`src/rtl/billiard_pkg.sv`:
```
// Shared types and sizing helpers for the billiard game blocks.
package billiard_pkg;

    localparam int POWER_W = 4;

    typedef enum logic [2:0] {
        S_IDLE,
        S_AIM,
        S_CHARGE,
        S_STRIKE,
        S_ROLL,
        S_DONE
    } shot_state_t;

    // Bits needed to hold 0..terminal, never less than one.
    function automatic int cnt_width(input int terminal);
        return (terminal < 1) ? 1 : $clog2(terminal + 1);
    endfunction

endpackage

```
`src/rtl/shot_controller_frame_counter.sv`:
```
// Frame-rate event counter: counts enable pulses 0..TERMINAL and wraps,
// flagging the pulse that lands on TERMINAL.
module frame_counter
    import billiard_pkg::*;
#(
    parameter int TERMINAL = 3
) (
    input  logic clk,
    input  logic resetN,
    input  logic en,
    input  logic clr,
    output logic done
);

    localparam int W = cnt_width(TERMINAL);
    localparam logic [W-1:0] LAST = W'(TERMINAL);

    logic [W-1:0] count;

    always_ff @(posedge clk) begin
        if (!resetN) begin
            count <= '0;
        end else if (clr) begin
            count <= '0;
        end else if (en) begin
            count <= (count == LAST) ? '0 : count + 1'b1;
        end
    end

    // Combinational so the owner can act on the same cycle as the final pulse.
    assign done = en && !clr && (count == LAST);

endmodule

```
`src/rtl/shot_controller.sv`:
```
// Cue shot sequencer: aim, ping-pong power charge while Enter is held,
// one-cycle strike, then wait for the table to settle or time out.
module shot_controller
    import billiard_pkg::*;
#(
    parameter int MAX_POWER      = 15,
    parameter int CHARGE_TICKS   = 4,
    parameter int SETTLE_FRAMES  = 8,
    parameter int TIMEOUT_FRAMES = 600
) (
    input  logic               clk,
    input  logic               resetN,
    input  logic               startOfFrame,
    input  logic               enterPressed,
    input  logic               shotEnable,
    input  logic               whiteBallStopped,
    input  logic               redBallStopped,
    input  logic               whiteBallShow,
    input  logic               redBallShow,
    output logic [POWER_W-1:0] power,
    output logic               strike,
    output logic [POWER_W-1:0] strikePower,
    output logic               drawLine,
    output logic               turnDone,
    output logic               forcedEnd,
    output logic               busy
);

    localparam logic [POWER_W-1:0] PMAX = POWER_W'(MAX_POWER);
    localparam logic [POWER_W-1:0] PMIN = POWER_W'(1);

    shot_state_t state, nxt;
    logic        enter_q;
    logic        dir_up;
    logic        settled;
    logic        tick_done, settle_done, timeout_done;
    logic        tick_clr, settle_en, settle_clr, roll_clr;

    // Returns {dir_up, power}; endpoints flip direction and step off immediately.
    function automatic logic [POWER_W:0] next_power(input logic [POWER_W-1:0] p,
                                                    input logic up);
        if (MAX_POWER <= 1)
            return {1'b1, p};
        if (up)
            return (p >= PMAX) ? {1'b0, p - 1'b1} : {1'b1, p + 1'b1};
        return (p <= PMIN) ? {1'b1, p + 1'b1} : {1'b0, p - 1'b1};
    endfunction

    // A hidden ball counts as settled regardless of its velocity flag.
    assign settled = (whiteBallStopped || !whiteBallShow) &&
                     (redBallStopped   || !redBallShow);

    assign tick_clr   = (state != S_CHARGE);
    assign roll_clr   = (state != S_ROLL);
    assign settle_en  = startOfFrame && settled;
    assign settle_clr = roll_clr || !settled;

    frame_counter #(.TERMINAL(CHARGE_TICKS - 1)) u_tick (
        .clk    (clk),
        .resetN (resetN),
        .en     (startOfFrame),
        .clr    (tick_clr),
        .done   (tick_done)
    );

    frame_counter #(.TERMINAL(SETTLE_FRAMES - 1)) u_settle (
        .clk    (clk),
        .resetN (resetN),
        .en     (settle_en),
        .clr    (settle_clr),
        .done   (settle_done)
    );

    frame_counter #(.TERMINAL(TIMEOUT_FRAMES - 1)) u_timeout (
        .clk    (clk),
        .resetN (resetN),
        .en     (startOfFrame),
        .clr    (roll_clr),
        .done   (timeout_done)
    );

    always_comb begin
        nxt = state;
        case (state)
            S_IDLE:   if (shotEnable && settled) nxt = S_AIM;
            S_AIM: begin
                if (!shotEnable)                      nxt = S_IDLE;
                else if (enterPressed && !enter_q)    nxt = S_CHARGE;
            end
            S_CHARGE: begin
                if (!shotEnable)        nxt = S_IDLE;
                else if (!enterPressed) nxt = S_STRIKE;
            end
            S_STRIKE: nxt = S_ROLL;
            S_ROLL:   if (settle_done || timeout_done) nxt = S_DONE;
            S_DONE:   nxt = S_IDLE;
            default:  nxt = S_IDLE;
        endcase
    end

    // Outputs are registered from the next state so they line up with it.
    always_ff @(posedge clk) begin
        if (!resetN) begin
            state       <= S_IDLE;
            enter_q     <= 1'b0;
            dir_up      <= 1'b0;
            power       <= '0;
            strikePower <= '0;
            strike      <= 1'b0;
            drawLine    <= 1'b0;
            turnDone    <= 1'b0;
            forcedEnd   <= 1'b0;
            busy        <= 1'b0;
        end else begin
            state     <= nxt;
            enter_q   <= enterPressed;
            strike    <= (nxt == S_STRIKE);
            drawLine  <= (nxt == S_AIM) || (nxt == S_CHARGE);
            turnDone  <= (nxt == S_DONE);
            forcedEnd <= (nxt == S_DONE) && timeout_done && !settle_done;
            busy      <= (nxt == S_CHARGE) || (nxt == S_STRIKE) ||
                         (nxt == S_ROLL)   || (nxt == S_DONE);

            if (state == S_AIM && nxt == S_CHARGE) begin
                power  <= PMIN;
                dir_up <= 1'b1;
            end else if (state == S_CHARGE && nxt == S_CHARGE) begin
                if (tick_done)
                    {dir_up, power} <= next_power(power, dir_up);
            end else if (state == S_CHARGE && nxt == S_STRIKE) begin
                strikePower <= power;
            end else begin
                power <= '0;
            end
        end
    end

endmodule

```
`config.mk`:
```
export PLATFORM = sky130hd
export DESIGN_NAME = shot_controller
export DESIGN_NICKNAME = d
export VERILOG_FILES = /design/src/rtl/billiard_pkg.sv /design/src/rtl/shot_controller_frame_counter.sv /design/src/rtl/shot_controller.sv
export SDC_FILE = /design/constraint.sdc
export NUM_CORES = 1
export LEC_CHECK = 0
export ABC_AREA = 1
export CAP_MARGIN = 20
export CORE_MARGIN = 1.5
export CORE_UTILIZATION = 55
export DETAILED_ROUTE_END_ITERATION = 12
export PLACE_DENSITY = 0.83
export SYNTH_ARGS = -nofsm -noshare
export SYNTH_HDL_FRONTEND = slang
export SYNTH_SLANG_ARGS = --single-unit
export TNS_END_PERCENT = 50
```
`constraint.sdc`:
```
create_clock -name clk -period 1.85 [get_ports clk]
set_input_delay 0.37 -clock clk [delete_from_list [all_inputs] [get_ports clk]]
set_output_delay 0.37 -clock clk [all_outputs]
set_load 0.02 [all_outputs]
```
Word-level counts from Yosys, hierarchy flattened
Cells that the tools add are included.

Add/subtract/negate cells: 5. Order comparisons: 2. Equality and inequality tests: 18. Mux-type cells: 26. Bitwise operators: 3. Reductions and logical operators: 42.

Operator list (number): 2-to-1 mux 3 bit (7); 2-to-1 mux 5 bit (4); logical AND 1 bit (15); one-hot mux 3 bit (5 select lines) (1); equality test 3 x 2 -> 1 bit (second input constant) (4); equality test 3 bit (second input constant) (4); 2-to-1 mux 4 bit (3); adder 10 x 1 -> 10 bit (second input constant) (1); equality test 10 bit (second input constant) (1); 2-to-1 mux 10 bit (1); 2-to-1 mux 1 bit (9); != test 3 bit (second input constant) (3); logical NOT 1 bit (8); logical OR 1 bit (8); OR reduction 2 bit (4); equality test 3 x 1 -> 1 bit (second input constant) (2); AND reduction 2 bit (3); adder 4 x 1 -> 4 bit (second input constant) (1); >= comparator 4 bit (second input constant) (1); less-or-equal comparator 4 x 1 -> 1 bit (second input constant) (1); != test 2 bit (second input constant) (2); nonzero test 2 bit (2); subtractor 4 x 1 -> 4 bit (second input constant) (1); adder 3 x 1 -> 3 bit (second input constant) (1); 7 further kinds (9).

Register bits after elaboration: 33. Input port bits: 9. Output and inout bits: 13. Word-level logic and storage cells: 110.

Depth between registers and ports, before layout
Depth after elaboration: 20. Gate-level depth with buffers: 12. Gate-level depth less buffers: 12.

Modules after synthesis
From an unflattened synthesis, not the netlist that was laid out.

Cells, all modules: 247. Area total of the unflattened synthesis: 1737.9 µm².

Modules (own cells, without submodules): shot_controller (instances 1, cells each 138, area each 968.4 µm², sequential area each 360.3 µm²); frame_counter (u_timeout) (instances 1, cells each 74, area each 508.0 µm², sequential area each 200.2 µm²); frame_counter (u_settle) (instances 1, cells each 20, area each 153.9 µm², sequential area each 60.1 µm²); frame_counter (u_tick) (instances 1, cells each 15, area each 107.6 µm², sequential area each 40.0 µm²).

Worst setup path before layout
Ideal clock, no wire load.

Kind: flip-flop to flip-flop. Start: reg power[0]. End: reg power[2]. Setup time: 0.070 ns. Arrival: 1.682 ns. Data required time: 1.780 ns. Setup slack: 0.098 ns. Cell stages (with the launch flop): 11. Buffers on the path: 0. Period minus slack after synthesis: 1.752 ns. Cells stage by stage: dfxtp_1 -> inv_1 -> ha_1 -> or2_2 -> nand2_1 -> o21ai_0 -> o21ai_0 -> a21oi_1 -> nor2_1 -> nand2_1 -> a21oi_1.

Cells in the longest elaborated chain, start to end: 6. Elaborated cells between the ends (all ways): 10. Classes of those cells: add/sub: 2; order compare: 2; mux: 6.

Ends and longest elaborated chain: start: declaration (RTL line shot_controller.sv:20) `output logic [POWER_W-1:0] power,`; start signal: assignment (RTL line shot_controller.sv:129) `{dir_up, power} <= next_power(power, dir_up);`; adder 4 x 1 -> 4 bit, or another cell as far along (RTL line shot_controller.sv:45, shot_controller.sv:46); 2-to-1 mux 5 bit (RTL line shot_controller.sv:45) `return (p >= PMAX) ? {1'b0, p - 1'b1} : {1'b1, p + 1'b1};`; 2-to-1 mux 5 bit (RTL line shot_controller.sv:44) `if (up)`; 2-to-1 mux 5 bit (*) (RTL line shot_controller.sv:46) `return (p <= PMIN) ? {1'b1, p + 1'b1} : {1'b0, p - 1'b1};`; 2-to-1 mux 4 bit (*) (RTL line shot_controller.sv:128) `if (tick_done)`; 2-to-1 mux 4 bit (*) (RTL line shot_controller.sv:127) `end else if (state == S_CHARGE && nxt == S_CHARGE) begin`.

Every way passes the cells marked *; elsewhere a longest branch is shown, timed or not. The select of a mux whose other input is x is not followed. A chain may end at the register's enable or synchronous reset.

Worst setup path after layout
Start: reg power[2]. End: out power[2].

No word-level cell between the ends.

==> summary.txt <==
GRT
  – Vias in the first global route: roughly 1700
  – Overall Global Routing Usage: 0.251
  – Initial antenna violation count: 0
  – First-pass GRT wire length: 6890 um
  – Largest net degree at the start of global routing: 11
  – Total gr overflow: 0

Floorplanning
  – Full die area: ~3700 um2
  – # IOs: 22
  – Core Area: roughly 3100 um2
  – Standard-cell rows: 20
  – Die H: 60.5 um
  – Die W: ~60 um
  – Initial Utilization: 0.586

Worst setup path
  – Reg2reg start: power[1]
  – R2R depth: 10
  – CP max stage cell: clkdlybuf4s50_1
  – CP peak stage delay: between 0.6 and 0.7 ns
  – Crit path capture: power[2]
  – Critical Path RT: 1.48 ns
  – Crit path max fanout: 9
  – Reg2Reg Capture Point: power[2]
  – CP endpoint kind: primary output
  – Crit-path cells: clkdlybuf4s50_1
  – Flop-to-flop setup slack: 0.17 ns
  – Crit path DAT: roughly 1.4 ns
  – CP startpoint kind: flop
  – Worst path bufs/invs: 1
  – Instance count on the critical path: 1
  – Critical Path Start: power[2]
  – Crit Path Category: flop to primary output
  – CP delay by family, top: buffers and inverters

Outcome
  – Status: complete, no violations

Synth
  – Synth Area per Inst: 7.13 um2
  – Seq cells post-synth: 33
  – Number of synthesized flops with an enable pin: 0
  – Syn Nets: approximately 270
  – Syn Inst Count: between 200 and 300
  – Yosys warning count: 0
  – Top_reg_cell synth: dfxtp_1
  – Synth top area share: 0.363
  – Netlist cell types: 33
  – Synthesized cell area: between 1500 and 2000 um2
  – Synth top area cells: dfxtp_1, inv_1, nand2_1
  – Register area share after synthesis: 0.363
  – Fraction of registers with async set/reset: 0
  – Area leader, netlist: dfxtp_1

Finish
  – Fin nets: between 300 and 400
  – Area Overhead vs Synth: 26.0%
  – Final instance area: 2290 um2
  – Fill cells: roughly 260
  – Fin cells: 345
  – Layout cells sized above 1: 0.173
  – Ant. Diodes: 0
  – Fin util: 0.739

Route
  – Routed vias: 1774
  – Detailed Route Iter0 Violations: 82
  – Drt first pass iters: 4
  – Routed wire per std cell: 11.4 um
  – Antenna Nets Post-Route: 0
  – DRC viols: 0
  – Vias/cell: 5.14
  – Drt total wl: 3950 um

STA
  – Tightest Pin Transition: 0.310 ns
  – Unrepaired setup endpoints after global routing: no
  – Post-route clock period utilization: 0.963
  – Fmax achieved: ~560 MHz
  – Final worst setup slack: 0.0694 ns
  – Slew margin rel.: 0.792
  – Total negative setup slack: 0 ns
  – Endpoints failing hold: 0
  – Max-slew violation count: 0
  – Minimum clock period: 1.78 ns
  – Worst Skew: approximately 0.0033 ns
  – Setup-failing EPs final: 0

Clock tree
  – Clk sinks: 33
  – Clock Tree Buf Depth: 2
  – Clock root cell: clkbuf_4
  – Worst-skew pair later-pin latency: 0.33 ns
  – Clock buffer count from CTS: 5
  – CTS clock-pin slew for the worst setup and hold paths: around 0.10 ns
  – CTS hold repair buffers: 0
  – Htree depth: 2
  – CTS tree: done

Placed design
  – Placed cells: 337
  – Placed cell area: 2220 um2
  – Placer Congestion: roughly 0.86
  – Port bufs: 21
  – Placement Setup Slack: -0.117 ns
  – Detail Placement HPWL: roughly 3000 um

Power
  – Lkg Pwr: approximately 1 nW
  – Power Density: roughly 570 nW/um2
  – Max IR drop VDD: around 0.4 mV

Hold path
  – Worst Hold Class: flop to flop

Job
  – Maxcap violations: 0
sequential cells by signal (all words and copies together) (netlist names):
register and cells:
forcedEnd 1, dir_up 1, u_settle.count 3, u_tick.count 2, power 4, enter_q 1
turnDone 1, busy 1, strike 1, strikePower 4, state 3, u_timeout.count 10
drawLine 1
metal layers:
metal | vias to the layer above | wire (um) | GRT usage
met4 | 0 | 130 | 0.112
met3 | 16 | 219 | 0.0725
met1 | 797 | 1750 | 0.319
met2 | 54 | 1840 | 0.396
met5 | - | 0 | 0
li1 | 907 | - | -
what timing repair did:
item / in CTS / in global routing
endpoints found under the setup margin: 1 / 2
setup buffers: 0 / 0
resized for setup: 1 / 2
cell type report:
type,instances,area (um2),share of cell area
clock buffer,7,65.1,0.0284
inverter,46,173,0.0753
timing repair buffer,42,373,0.163
tap,44,55.1,0.0240
clock inverter,1,5.00,0.00218
multi-input combinational,172,960,0.419
sequential,33,662,0.289
power breakdown:
| group | leakage [nW] | switching (mW) | total, mW | internal, mW |
|---|---|---|---|---|
| sequential | 0.267 | 0.00302 | 0.719 | 0.716 |
| clock | 0.0413 | 0.241 | 0.461 | 0.220 |
| combinational | 0.702 | 0.0640 | 0.119 | 0.0552 |
placed cells by master (no fill, tap or decap):
master           instances
a21oi_1                 20
a21oi_2                  1
buf_4                   21
clkbuf_4                 5
clkbuf_8                 2
clkdlybuf4s50_1         19
clkinv_1                 1
clkinv_2                 1
dfxtp_1                 32
dfxtp_2                  1
dlymetal6s2s_1           2
ha_1                     7
inv_1                   42
inv_2                    3
nand2_1                 40
nand2_2                  5
nand2_4                  1
nand3_1                 17
nand3_2                  3
nand4_1                  4
nand4_4                  1
nor2_1                  31
nor2_2                   4
nor2_4                   1
nor2_8                   1
nor3_1                   4
nor3_2                   1
nor3b_1                  6
o2111ai_1                1
o211a_1                  1
o211ai_1                 1
o21ai_0                 13
o21ai_1                  1
o21bai_1                 2
or2_2                    1
xnor2_1                  2
xor2_1                   3
cells in the mapped netlist (2+ instances only):
| library cell | count |
|---|---|
| inv_1 | 42 |
| nand2_1 | 40 |
| dfxtp_1 | 33 |
| nor2_1 | 31 |
| a21oi_1 | 20 |
| nand3_1 | 17 |
| o21ai_0 | 13 |
| ha_1 | 7 |
| nor3b_1 | 6 |
| nand2_2 | 5 |
| nand4_1 | 4 |
| nor2_2 | 4 |
| nor3_1 | 4 |
| inv_2 | 3 |
| nand3_2 | 3 |
| xor2_1 | 3 |
| clkbuf_1 | 2 |
| o21bai_1 | 2 |
| xnor2_1 | 2 |
how the worst min path moves through the flow:
stage / startpoint / end / slack [ns] / cells after the start
after floorplan: u_tick.count[1] / u_tick.count[1] / 0.44 / 2
after global placement: u_tick.count[1] / u_tick.count[1] / 0.45 / 2
after detailed placement: u_settle.count[1] / u_settle.count[1] / 0.46 / 2
after CTS: u_settle.count[1] / u_settle.count[1] / 0.48 / 2
after global routing: u_tick.count[1] / u_tick.count[1] / 0.49 / 2
final: u_settle.count[2] / u_settle.count[2] / 0.47 / 2
cells by family after synthesis:
kind of cell | Yosys count | synth area share
xor+xnor | 5 | 0.0241
simple gates | 120 | 0.334
flops | 33 | 0.363
buf+inv | 50 | 0.109
fa+ha+maj | 7 | 0.0481
compound gates | 40 | 0.121
metrics by stage:
| step | power (mW) | hold slack (ns) |
|---|---|---|
| final | 1.30 | 0.470 |
| after global routing | 1.36 | 0.488 |
| after CTS | 1.31 | 0.477 |
| after detailed placement | 0.853 | 0.463 |
| after global placement | 0.851 | 0.455 |
| after floorplan | 0.799 | 0.440 |
Note: power is estimated with default switching activity, not from simulation.
